$ cat src/rtl/eg2000_tape_player.sv
// rtl/eg2000_tape_player.sv - virtual cassette deck: byte FIFO plus pulse-coded serialiser
// Each bit cell carries a clock pulse at its start; '1' cells add a data pulse at mid-cell.
module eg2000_tape_player #(
    parameter int CELL       = 1000,
    parameter int PULSE      = 125,
    parameter int DEPTH_LOG2 = 2
) (
    input  logic       clock,
    input  logic       reset,
    input  logic       ce,
    input  logic       play,
    input  logic [7:0] din,
    input  logic       dvalid,
    output logic       dready,
    output logic       tape,
    output logic       busy,
    output logic       underrun
);

    localparam int DEPTH = 1 << DEPTH_LOG2;
    localparam int TW    = $clog2(CELL);
    localparam int HALF  = CELL / 2;

    localparam logic [TW-1:0]         TICK_LAST = TW'(CELL - 1);
    localparam logic [TW-1:0]         PULSE_END = TW'(PULSE);
    localparam logic [TW-1:0]         DATA_BEG  = TW'(HALF);
    localparam logic [TW-1:0]         DATA_END  = TW'(HALF + PULSE);
    localparam logic [DEPTH_LOG2:0]   FULL_CNT  = {1'b1, {DEPTH_LOG2{1'b0}}};

    typedef enum logic {
        IDLE,
        SHIFT
    } state_t;

    state_t                state_q;
    logic [7:0]            shreg_q;
    logic [2:0]            bit_q;
    logic [TW-1:0]         tick_q;
    logic                  tape_q;
    logic                  busy_q;
    logic                  underrun_q;
    logic [DEPTH_LOG2-1:0] wr_ptr_q;
    logic [DEPTH_LOG2-1:0] rd_ptr_q;
    logic [DEPTH_LOG2:0]   count_q;
    logic [7:0]            mem_q [DEPTH];

    logic fifo_empty;
    logic push;
    logic pop;
    logic byte_end;
    logic data_bit;
    logic tape_d;

    always_comb begin
        fifo_empty = (count_q == '0);
        dready     = (count_q != FULL_CNT);
        push       = dvalid && dready;
        byte_end   = (tick_q == TICK_LAST) && (bit_q == 3'd0);
        // The FIFO is read only when the FSM loads shreg: leaving IDLE or chaining bytes.
        pop        = ce && play && !fifo_empty && ((state_q == IDLE) || byte_end);
        data_bit   = shreg_q[bit_q];
        tape_d     = (tick_q < PULSE_END) ||
                     (data_bit && (tick_q >= DATA_BEG) && (tick_q < DATA_END));
    end

    always_ff @(posedge clock) begin
        if (push) begin
            mem_q[wr_ptr_q] <= din;
        end
    end

    always_ff @(posedge clock or posedge reset) begin
        if (reset) begin
            state_q    <= IDLE;
            shreg_q    <= '0;
            bit_q      <= '0;
            tick_q     <= '0;
            tape_q     <= 1'b0;
            busy_q     <= 1'b0;
            underrun_q <= 1'b0;
            wr_ptr_q   <= '0;
            rd_ptr_q   <= '0;
            count_q    <= '0;
        end else begin
            underrun_q <= 1'b0;
            if (push) begin
                wr_ptr_q <= wr_ptr_q + DEPTH_LOG2'(1);
            end
            if (pop) begin
                rd_ptr_q <= rd_ptr_q + DEPTH_LOG2'(1);
            end
            case ({push, pop})
                2'b10:   count_q <= count_q + (DEPTH_LOG2 + 1)'(1);
                2'b01:   count_q <= count_q - (DEPTH_LOG2 + 1)'(1);
                default: count_q <= count_q;
            endcase

            if (ce) begin
                case (state_q)
                    IDLE: begin
                        tape_q <= 1'b0;
                        if (pop) begin
                            state_q <= SHIFT;
                            shreg_q <= mem_q[rd_ptr_q];
                            bit_q   <= 3'd7;
                            tick_q  <= '0;
                            busy_q  <= 1'b1;
                        end
                    end
                    SHIFT: begin
                        tape_q <= tape_d;
                        if (tick_q == TICK_LAST) begin
                            tick_q <= '0;
                            bit_q  <= bit_q - 3'd1;
                            if (bit_q == 3'd0) begin
                                if (pop) begin
                                    shreg_q <= mem_q[rd_ptr_q];
                                    bit_q   <= 3'd7;
                                end else begin
                                    state_q    <= IDLE;
                                    busy_q     <= 1'b0;
                                    underrun_q <= play;
                                end
                            end
                        end else begin
                            tick_q <= tick_q + TW'(1);
                        end
                    end
                    default: state_q <= IDLE;
                endcase
            end
        end
    end

    assign tape     = tape_q;
    assign busy     = busy_q;
    assign underrun = underrun_q;

endmodule

$ cat config.mk
export PLATFORM = sky130hd
export DESIGN_NAME = eg2000_tape_player
export DESIGN_NICKNAME = d
export VERILOG_FILES = /design/src/rtl/eg2000_tape_player.sv
export SDC_FILE = /design/constraint.sdc
export NUM_CORES = 1
export LEC_CHECK = 0
export CORE_UTILIZATION = 60
export DETAILED_ROUTE_END_ITERATION = 10
export GPL_TIMING_DRIVEN = 1
export PLACE_DENSITY = 0.8
export SLEW_MARGIN = 20
export SYNTH_ARGS = -nofsm -noshare
export SYNTH_HDL_FRONTEND = slang
export SYNTH_SLANG_ARGS = --single-unit
$ cat constraint.sdc
create_clock -name clock -period 5.03 [get_ports clock]
set_input_delay 1.006 -clock clock [delete_from_list [all_inputs] [get_ports clock]]
set_output_delay 1.006 -clock clock [all_outputs]
set_load 0.05 [all_outputs]
==> flow_summary_export.csv <==
group,metric,value,unit
final_layout,stdcell_count,311,
clock_tree,insertion_delay,0.34,ns
clock_tree,post-cts-setup-buffer-count,0,
route,routedWlPerCell,17.0,µm
route,ant_nets,0,
power,p_int,1190,µW
final_layout,fin_util,0.718,
floorplanning,start_util,0.638,
placed_design,portBuffers,16,
logic_synthesis,synth_area,3080,µm²
grt,grt_max_degree,33,
route,vias,1790,
route,drt-pass1-iter-count,4,
logic_synthesis,ys_types,54,
logic_synthesis,synth_edf_count,32,
worst_hold_path,hold_path_class,"reg2reg",
power,seq_power_share,0.488,
critical_path,end_kind,"register",
floorplanning,ios,17,
critical_path,arrival,3.62,ns
grt,grt_pass1_vias,1797,
sta,slew_headroom,0.589,
worst_hold_path,hp-start,"shreg_q[5]",
logic_synthesis,synthArstFlopShare,0.500,
logic_synthesis,dominantRegCellSynth,"edfxtp_1",
clock_tree,cts-hold-fix-buffers,0,
placed_design,dpl-instance-area,3250,µm²
power,switchingPower,515,µW
final_layout,layout.nets,263,
route,drt-initial-drc-count,88,
grt,grt_overflow_total,0,
placed_design,dp_cells,295,
sta,fin_crit,3.35,ns
power,clkPwrFrac,0.274,
sta,fin_crit_sh,0.667,
placed_design,dp_hpwl,3750,µm
floorplanning,fp.coreArea,4820,µm²
grt,grt_pass1_wl,8720,µm
clock_tree,cts-htree-levels,3,
power,switching_share,0.301,
critical_path,crit_start,"play",
grt,antenna_found_initial,0,
clock_tree,cts_made_buffers,9,
sta,rsz0062_at_grt,"no",
route,wl_met2,2620,µm
critical_path,cp_max_fo,11,
critical_path,cp-start-kind,"primary input",
run_status,status,"finished, final reports clean",
job,maxCapViolCount,0,
clock_tree,cts_sinks,64,
clock_tree,cts_resized,0,
final_layout,final_layout_size_suffix_gt1_frac,0.197,
clock_tree,cts_tree,"built",
logic_synthesis,syn_nets,246,
floorplanning,die_x,73.6,µm
logic_synthesis,syn_avg_cell_area,13.9,µm²
sta,timing.fmax,298,MHz
critical_path,path_class,"in2reg",
route,drc,0,
sta,hold_slack,0.511,ns
route,top_layer,"met4",
placed_design,gp_congestion,0.844,
route,via_per_inst,5.76,
final_layout,n_antenna_cell,0,
sta,totalNegativeSetupSlack,0,ns
route,m1WireLength,2340,µm
logic_synthesis,synth_seq_cells,64,
power,cellPowerDensity,494,nW/µm²
floorplanning,die_area,5420,µm²
sta,setup_viol,0,
clock_tree,path_clk_slew,0.06,ns
power,power.leakage,0.00139,µW
sta,slew_viol_final,0,
sta,finClkSkew,0.00544,ns
grt,grt_usage,0.228,
sta,hold_violations,0,
critical_path,cp.required,5.29,ns
logic_synthesis,ys_seq_area_frac,0.573,
logic_synthesis,synth_warnings,0,
route,wl_met3,186,µm
critical_path,regToRegStartpoint,"tick_q[0]",
sta,worstMarginPinSlew,0.616,ns
clock_tree,cts_root_buffer,"clkbuf_8",
logic_synthesis,syn_inst,222,
floorplanning,rows,25,
power,pwr-share-comb,0.238,
route,wl,5280,µm
final_layout,area_growth,12.4,%
clock_tree,ctsLongestPathBuffers,2,
final_layout,fin_area,3460,µm²
power,vdd_drop_max,0.304,mV
floorplanning,die_y,73.6,µm
metrics by stage:
step | total power [µW] | setup WS [ns]
6_report | 1710 | 1.68
5_1_grt | 1810 | 1.50
2_1_floorplan | 1150 | 2.34
4_1_cts | 1730 | 1.65
3_3_place_gp | 1230 | 1.43
3_5_place_dp | 1260 | 1.32
cell usage after synthesis (all sizes together), types with 8 or more instances:
| cell type | instances | area [µm²] |
|---|---|---|
| nor2 | 12 | 45.0 |
| nand3 | 9 | 45.0 |
| edfxtp | 32 | 961 |
| nand2 | 12 | 52.6 |
| dfrtp | 32 | 801 |
| and3 | 10 | 65.1 |
| xor2 | 8 | 70.1 |
| ha | 10 | 125 |
| mux4 | 8 | 180 |
| buf | 9 | 72.6 |
| inv | 13 | 48.8 |
| mux2 | 11 | 150 |
area by class of cell:
class                           count  area (µm²)
Clock buffer                       10         128
Clock inverter                      6        82.6
Fill cell                         348        1360
Inverter                           13        48.8
Multi-Input combinational cell    134        1180
Sequential cell                    64        1760
Tap cell                           67        83.8
Timing Repair Buffer               17         168
kinds of logic (layout without fill, tap and decap cells):
logic type / Yosys count / in the layout / share of synthesized area
compound gates: 30 / 30 / 0.0749
buf+inv: 24 / 46 / 0.0419
xor+xnor: 10 / 10 / 0.0285
simple gates: 61 / 61 / 0.118
fa+ha+maj: 11 / 11 / 0.0472
mux: 22 / 22 / 0.117
flops: 64 / 64 / 0.573
power groups by stage:
stage | Sequential, µW | Clock, µW | Combinational [µW]
after detailed placement | 845 | 0 | 412
after global placement | 838 | 0 | 393
after floorplan | 769 | 0 | 380
final | 833 | 468 | 407
after global routing | 856 | 503 | 448
after CTS | 837 | 476 | 414
worst max-delay path, cell delays in order:
cell             delay [ns]
clkdlybuf4s50_1        0.48
o31a_1                 0.41
nand2_4                0.14
a21oi_4                0.43
ha_1                   0.28
inv_1                  0.06
fa_1                   0.37
xor2_1                 0.15
nor2_1                 0.13
xor2_1                 0.15
per-layer routing:
layer,track usage,up-vias
met5,0,-
met4,0.0876,0
met3,0.0878,12
met2,0.358,37
met1,0.288,885
li1,-,856
state kept, by name, indices dropped and copies added (netlist names):
register  flops
count_q       3
rd_ptr_q      2
state_q       1
wr_ptr_q      2
shreg_q       8
mem_q        32
underrun      1
tick_q       10
bit_q         3
tape          1
busy          1
worst paths after layout:
path	endpoint	slack [ns]	cells after the start
max	count_q[2]	1.68	10
min	shreg_q[5]	0.51	1
max reg2reg	count_q[2]	2.22	10
min in group asynchronous	wr_ptr_q[0]	1.05	3
min reg2reg	shreg_q[5]	0.51	1
max in group asynchronous	shreg_q[4]	3.68	3
cell usage in the layout, fill, tap and decap left out, types with 2 or more instances in the layout:
cell type,n
mux2i_1,3
nand4b_1,2
clkinv_2,2
nor2_1,12
ha_1,10
edfxtp_1,32
nand2_1,11
mux2_4,7
mux4_2,8
and3_2,2
o31ai_1,2
bufinv_16,2
o21ai_0,4
nand3_1,9
clkbuf_8,9
or4_1,2
xor2_1,8
o21ai_2,2
xnor2_1,2
dfrtp_1,32
mux2_2,4
o211ai_1,5
clkdlybuf4s50_1,16
a21oi_1,5
and3_1,8
inv_1,13
nand4_1,3
Note: power is estimated with default switching activity, not from simulation.
